## config.mk

```make
export PLATFORM = sky130hd
export DESIGN_NAME = serdes_link
export DESIGN_NICKNAME = d
export VERILOG_FILES = /design/src/rtl/serdes_pkg.sv /design/src/rtl/serdes_rx_align.sv /design/src/rtl/serdes_link.sv
export SDC_FILE = /design/constraint.sdc
export NUM_CORES = 1
export LEC_CHECK = 0
export ABC_AREA = 1
export CAP_MARGIN = 20
export CORE_ASPECT_RATIO = 0.8
export CORE_MARGIN = 2
export CORE_UTILIZATION = 53
export DETAILED_ROUTE_END_ITERATION = 10
export HOLD_SLACK_MARGIN = 0.03
export PLACE_DENSITY = 0.8
export SLEW_MARGIN = 20
export SYNTH_ARGS = -nofsm -noshare
export SYNTH_HDL_FRONTEND = slang
export SYNTH_SLANG_ARGS = --single-unit
```

## constraint.sdc

```tcl
create_clock -name i_clk -period 2.2 [get_ports i_clk]
set_input_delay 0.33 -clock i_clk [delete_from_list [all_inputs] [get_ports i_clk]]
set_output_delay 0.33 -clock i_clk [all_outputs]
set_load 0.05 [all_outputs]
```

## src/rtl/serdes_pkg.sv

```systemverilog
// Shared frame headers, alignment state type and counter sizing helper
// for the single-lane SerDes link.
package serdes_pkg;

    localparam logic [1:0] HDR_DATA = 2'b01;
    localparam logic [1:0] HDR_IDLE = 2'b10;

    typedef enum logic {
        HUNT,
        LOCKED
    } align_state_t;

    // Bits needed to hold 0..maxVal inclusive, with headroom so compares never truncate.
    function automatic int cntWidth(input int maxVal);
        return $clog2(maxVal) + 1;
    endfunction

endpackage

```

## src/rtl/serdes_rx_align.sv

```systemverilog
// Receive side of the lane: frame-wide shift window, bit-slip block alignment,
// lock tracking and recovered-word outputs.
module serdes_rx_align
    import serdes_pkg::*;
#(
    parameter int DATA_W     = 32,
    parameter int LOCK_CNT   = 4,
    parameter int UNLOCK_CNT = 3
) (
    input  logic              i_clk,
    input  logic              i_rst,
    input  logic              i_bit,
    output logic [DATA_W-1:0] o_rx_data,
    output logic              o_rx_valid,
    output logic              o_rx_locked,
    output logic              o_rx_err
);

    localparam int FRAME_W = DATA_W + 2;
    localparam int CNT_W   = cntWidth(FRAME_W - 1);
    localparam int GOOD_W  = cntWidth(LOCK_CNT);
    localparam int BAD_W   = cntWidth(UNLOCK_CNT);

    align_state_t        r_state, w_stateNxt;
    logic [FRAME_W-2:0]  r_sreg;
    logic [CNT_W-1:0]    r_cnt, w_cntNxt;
    logic [GOOD_W-1:0]   r_goodCnt, w_goodNxt;
    logic [BAD_W-1:0]    r_badCnt, w_badNxt;
    logic [DATA_W-1:0]   r_data, w_dataNxt;
    logic                r_valid, w_validNxt;
    logic                r_err, w_errNxt;

    logic [FRAME_W-1:0]  w_win;
    logic [1:0]          w_hdr;
    logic [DATA_W-1:0]   w_pay;
    logic                w_check, w_goodIdle, w_badHdr;

    assign w_win      = {r_sreg, i_bit};
    assign w_hdr      = w_win[FRAME_W-1 -: 2];
    assign w_pay      = w_win[DATA_W-1:0];
    assign w_check    = (r_cnt == CNT_W'(FRAME_W - 1));
    assign w_goodIdle = (w_hdr == HDR_IDLE) && (w_pay == '0);
    assign w_badHdr   = (w_hdr != HDR_DATA) && (w_hdr != HDR_IDLE);

    always_ff @(posedge i_clk) begin
        if (i_rst) r_state <= HUNT;
        else       r_state <= w_stateNxt;
    end

    always_comb begin
        w_stateNxt = r_state;
        case (r_state)
            HUNT:
                if (w_check && w_goodIdle && (r_goodCnt == GOOD_W'(LOCK_CNT - 1)))
                    w_stateNxt = LOCKED;
            LOCKED:
                if (w_check && w_badHdr && (r_badCnt == BAD_W'(UNLOCK_CNT - 1)))
                    w_stateNxt = HUNT;
            default: w_stateNxt = HUNT;
        endcase
    end

    // In HUNT a failed check leaves the counter parked, so the next check is one bit later (slip).
    always_comb begin
        w_cntNxt   = w_check ? r_cnt : r_cnt + 1'b1;
        w_goodNxt  = r_goodCnt;
        w_badNxt   = r_badCnt;
        w_dataNxt  = r_data;
        w_validNxt = 1'b0;
        w_errNxt   = 1'b0;
        if (w_check) begin
            if (r_state == HUNT) begin
                if (w_goodIdle) begin
                    w_cntNxt  = '0;
                    w_goodNxt = (w_stateNxt == LOCKED) ? '0 : r_goodCnt + 1'b1;
                end else begin
                    w_goodNxt = '0;
                end
            end else begin
                w_cntNxt = '0;
                if (w_hdr == HDR_DATA) begin
                    w_validNxt = 1'b1;
                    w_dataNxt  = w_pay;
                    w_badNxt   = '0;
                end else if (w_hdr == HDR_IDLE) begin
                    w_badNxt = '0;
                end else begin
                    w_errNxt  = 1'b1;
                    w_badNxt  = (w_stateNxt == HUNT) ? '0 : r_badCnt + 1'b1;
                    w_goodNxt = '0;
                end
            end
        end
    end

    always_ff @(posedge i_clk) begin
        if (i_rst) begin
            r_sreg    <= '0;
            r_cnt     <= '0;
            r_goodCnt <= '0;
            r_badCnt  <= '0;
            r_data    <= '0;
            r_valid   <= 1'b0;
            r_err     <= 1'b0;
        end else begin
            r_sreg    <= w_win[FRAME_W-2:0];
            r_cnt     <= w_cntNxt;
            r_goodCnt <= w_goodNxt;
            r_badCnt  <= w_badNxt;
            r_data    <= w_dataNxt;
            r_valid   <= w_validNxt;
            r_err     <= w_errNxt;
        end
    end

    assign o_rx_data   = r_data;
    assign o_rx_valid  = r_valid;
    assign o_rx_err    = r_err;
    assign o_rx_locked = (r_state == LOCKED);

endmodule

```

## src/rtl/serdes_link.sv

```systemverilog
// Single-lane SerDes core: framing serialiser with idle insertion and
// valid/ready flow control, plus the aligning deserialiser with loopback.
module serdes_link
    import serdes_pkg::*;
#(
    parameter int DATA_W     = 32,
    parameter int LOCK_CNT   = 4,
    parameter int UNLOCK_CNT = 3,
    parameter int IDLE_MIN   = 8
) (
    input  logic              i_clk,
    input  logic              i_rst,
    input  logic [DATA_W-1:0] i_tx_data,
    input  logic              i_tx_valid,
    output logic              o_tx_ready,
    output logic              o_ser_out,
    input  logic              i_ser_in,
    input  logic              i_loopback,
    output logic [DATA_W-1:0] o_rx_data,
    output logic              o_rx_valid,
    output logic              o_rx_locked,
    output logic              o_rx_err
);

    localparam int FRAME_W = DATA_W + 2;
    localparam int TXCNT_W = cntWidth(FRAME_W - 1);
    localparam int IDLE_W  = cntWidth(IDLE_MIN);

    logic [TXCNT_W-1:0] r_txCnt;
    logic [IDLE_W-1:0]  r_idleCnt;
    logic [FRAME_W-1:0] r_txShreg;
    logic               w_txLoad;
    logic               w_txReady;
    logic               w_accept;
    logic               w_rxBit;

    assign w_txLoad  = (r_txCnt == TXCNT_W'(FRAME_W - 1));
    assign w_txReady = w_txLoad && (r_idleCnt == IDLE_W'(IDLE_MIN)) && !i_rst;
    assign w_accept  = i_tx_valid && w_txReady;

    // Words are only taken on a frame-load edge, so nothing is ever dropped mid-frame.
    always_ff @(posedge i_clk) begin
        if (i_rst) begin
            r_txCnt   <= TXCNT_W'(FRAME_W - 1);
            r_idleCnt <= '0;
            r_txShreg <= '0;
        end else if (w_txLoad) begin
            r_txCnt <= '0;
            if (w_accept) begin
                r_txShreg <= {HDR_DATA, i_tx_data};
            end else begin
                r_txShreg <= {HDR_IDLE, {DATA_W{1'b0}}};
                if (r_idleCnt != IDLE_W'(IDLE_MIN))
                    r_idleCnt <= r_idleCnt + 1'b1;
            end
        end else begin
            r_txCnt   <= r_txCnt + 1'b1;
            r_txShreg <= {r_txShreg[FRAME_W-2:0], 1'b0};
        end
    end

    assign o_ser_out  = r_txShreg[FRAME_W-1];
    assign o_tx_ready = w_txReady;
    assign w_rxBit    = i_loopback ? r_txShreg[FRAME_W-1] : i_ser_in;

    serdes_rx_align #(
        .DATA_W     (DATA_W),
        .LOCK_CNT   (LOCK_CNT),
        .UNLOCK_CNT (UNLOCK_CNT)
    ) u_rxAlign (
        .i_clk       (i_clk),
        .i_rst       (i_rst),
        .i_bit       (w_rxBit),
        .o_rx_data   (o_rx_data),
        .o_rx_valid  (o_rx_valid),
        .o_rx_locked (o_rx_locked),
        .o_rx_err    (o_rx_err)
    );

endmodule

```

==> results.json <==
{
  "leakage_nw": 2.43,
  "yosysTopAreaCellShare": 0.521,
  "synth_fp_nets": 640,
  "dieArea_sq_um": 9920,
  "fin_setup_tns_ns": 0,
  "place_inst": 759,
  "synthDistinctLibCells": 35,
  "worstSetupEndpoint": "o_tx_ready",
  "synth_commonest_cells": "dfxtp_1, inv_1, nand3_1, nor2_1, nand2_1",
  "drv_slew": 0,
  "drc_errors": 0,
  "grt_first_pass_wirelength_um": 16000,
  "crit_path_cell_trace": "ha_1 > nand2_1 > nor4_4 > inv_2 > nor3_4 > buf_12",
  "grt_pass1_vias": 3634,
  "period_share": 0.940,
  "path_clk_slew_ns": 0.05,
  "track_usage": 0.201,
  "worstPathArrival_ns": 1.74,
  "hold_viol_final": 0,
  "yosys-top-cells-area": "dfxtp_1, nand3_1, inv_1",
  "end_kind": "primary output",
  "synth-compound-area-share": 0.120,
  "skew_ns": 0.0156,
  "synth-edff-count": 0,
  "postRouteAntennaNets": 0,
  "fp.dieH_um": 89.5,
  "setup_ws_ns": 0.131,
  "antenna_found_initial": 0,
  "instances_no_fill": 792,
  "pre_cts_slack_ns": 0.310,
  "cap_viol_max_count": 0,
  "yosys.area.top_type": "dfxtp_1",
  "synth-seq-cells": 126,
  "path_max_fanout": 4,
  "syn_inst": 591,
  "htreeDepth": 4,
  "rrSetupSlack_ns": 0.22,
  "muxShareOfSynthArea": 0,
  "yosysWarnings": 0,
  "timing.rr.end": "u_rxAlign.o_rx_data[2]",
  "crit_required_ns": 1.87,
  "synth-main-ff-cell": "dfxtp_1",
  "rsz0062_at_grt": "false",
  "outcome": "finished clean",
  "crit_path_top_delay_cell": "dfxtp_1",
  "grt_max_degree": 74,
  "yosysSeqAreaShare": 0.521,
  "r2r_cells": 8,
  "min-delay-start": "i_rst",
  "start_util": 0.540,
  "drive_above_1_share": 0.118,
  "startpoint_type": "register",
  "ctsLongestPathBuffers": 2,
  "hold_ws_ns": 0.258,
  "clock-sinks": 126,
  "hold_buffers": 0,
  "max_stage_delay_ns": 0.38,
  "routed_wl_um": 9850,
  "clock_latency_ns": 0.41,
  "cts_tree": "built",
  "area_growth_syn_to_layout_pct": 28.8,
  "grt_remaining_overflow": 0,
  "viasPerCell": 5.02,
  "tightestPinTransition_ns": 0.688,
  "max_freq_ghz": 0.483,
  "numPortBuffers": 73,
  "via_count": 3978,
  "nNetsFinal": 713,
  "synth_top_family_by_area": "simple AND/OR/NAND/NOR gates",
  "root_buffer": "clkbuf_16",
  "path_class": "register to primary output",
  "first_pass_iters": 4,
  "dp_hpwl_um": 6450,
  "die_w_um": 111,
  "core_sq_um": 8960,
  "ios": 74,
  "yosysMostFrequentCell": "dfxtp_1",
  "r2r_start": "u_rxAlign.r_cnt[0]",
  "syn_area_per_cell_sq_um": 8.19,
  "synth-xor-area-share": 0.00724,
  "drtIter0Drc": 218,
  "n_antenna_cell": 0,
  "cts_made_buffers": 17,
  "vdd_ir_drop_max_mv": 0.669,
  "syn-cell-area_sq_um": 4840,
  "min_path_type": "input port to register",
  "async_flop_share": 0,
  "rows": 31,
  "power_density_nw_per_um2": 874,
  "drt-wirelength-per-cell_um": 12.4,
  "gp_congestion": 0.800,
  "setup_viol": 0,
  "fin_crit_ns": 2.07,
  "ctsResizeCount": 0,
  "relSlewSlack": 0.542,
  "crit_start": "r_txCnt[0]",
  "synth-simple-area-share": 0.222,
  "synthAdderAreaFrac": 0.0310
}
## layer usage
layer | routed length [um] | share of wire | vias to the layer above | track usage
li1 | - | - | 2026 | -
met1 | 4350 | 0.44 | 1842 | 0.227
met2 | 4840 | 0.49 | 97 | 0.355
met3 | 549 | 0.056 | 13 | 0.0651
met4 | 115 | 0.012 | 0 | 0.0909
met5 | 0 | 0 | - | 0
## how the worst min path moves through the flow
| stage | slack, ns | cells past startpoint | to |
|---|---|---|---|
| after detailed placement | 0.43 | 2 | u_rxAlign.r_sreg[21] |
| after global routing | 0.25 | 2 | r_txShreg[32] |
| after floorplan | 0.42 | 2 | u_rxAlign.r_sreg[11] |
| after CTS | 0.23 | 2 | r_txShreg[32] |
| after global placement | 0.42 | 2 | u_rxAlign.r_sreg[4] |
| final | 0.26 | 2 | r_txShreg[32] |
## metrics by stage
stage	area, sq um	total power [W]	utilization
after global placement	5660	0.00279	0.631
final	6240	0.00545	0.696
after global routing	6240	0.00564	0.696
after detailed placement	5660	0.00281	0.631
after floorplan	4850	0.00267	-
after CTS	6230	0.00547	0.695
## worst max-delay path: cells and delay by family (launching register included)
| kind | cells | cell delay, ns |
|---|---|---|
| buf+inv | 2 | 0.27 |
| flops | 1 | 0.38 |
| fa+ha+maj | 1 | 0.17 |
| simple gates | 3 | 0.53 |
## flip-flops by register name, summed over array words and instances (netlist names)
name,count
u_rxAlign.o_rx_data,32
u_rxAlign.r_goodCnt,3
u_rxAlign.r_sreg,33
u_rxAlign.o_rx_locked,1
r_idleCnt,4
u_rxAlign.r_cnt,7
u_rxAlign.o_rx_err,1
r_txCnt,7
r_txShreg,34
u_rxAlign.o_rx_valid,1
u_rxAlign.r_badCnt,3
## cell families after synthesis
group | after synthesis
and+or+nand+nor | 239
DFF | 126
buffers and inverters | 119
AOI/OAI and AO/OA | 91
adders and majority gates | 12
xor gates and xnor gates | 4
## layout by cell type (no fill, tap or decap), drive strengths merged
cell / netlist / routed
a21oi: 44 / 44
a31oi: 1 / 1
buf: 16 / 12
bufinv: 0 / 2
clkbuf: 13 / 26
clkdlybuf4s50: 0 / 71
clkinv: 0 / 3
clkinvlp: 0 / 1
dfxtp: 126 / 126
ha: 12 / 12
inv: 90 / 90
nand2: 71 / 71
nand3: 79 / 79
nand4: 3 / 3
nor2: 79 / 79
nor3: 2 / 2
nor3b: 2 / 2
nor4: 1 / 1
o211ai: 1 / 1
o21a: 2 / 2
o21ai: 41 / 41
o21bai: 1 / 1
o22ai: 1 / 1
or2: 2 / 2
xnor2: 3 / 3
xor2: 1 / 1
## report_power, final
| group | switching [W] | leakage, nW | internal, W |
|---|---|---|---|
| registers | 0.0000387 | 1.02 | 0.00233 |
| clock network | 0.000922 | 0.278 | 0.00175 |
| logic | 0.000248 | 1.14 | 0.000164 |
## timing repair
item / CTS / global route
gates cloned: 0 / 0
hold endpoints to repair: 0 / 0
setup endpoints to repair: 1 / 1
pin swaps: 1 / 1
buffers inserted: 0 / 1
## cell type report
cell class | count | area [sq um]
flip-flops and latches | 126 | 2520
multi-input cells | 346 | 1850
repair buffers | 83 | 811
fillers | 687 | 2720
inverters | 90 | 338
well taps | 115 | 144
clock inverters | 6 | 82.6
clock buffers | 26 | 489
Note: power is estimated with default switching activity, not from simulation.
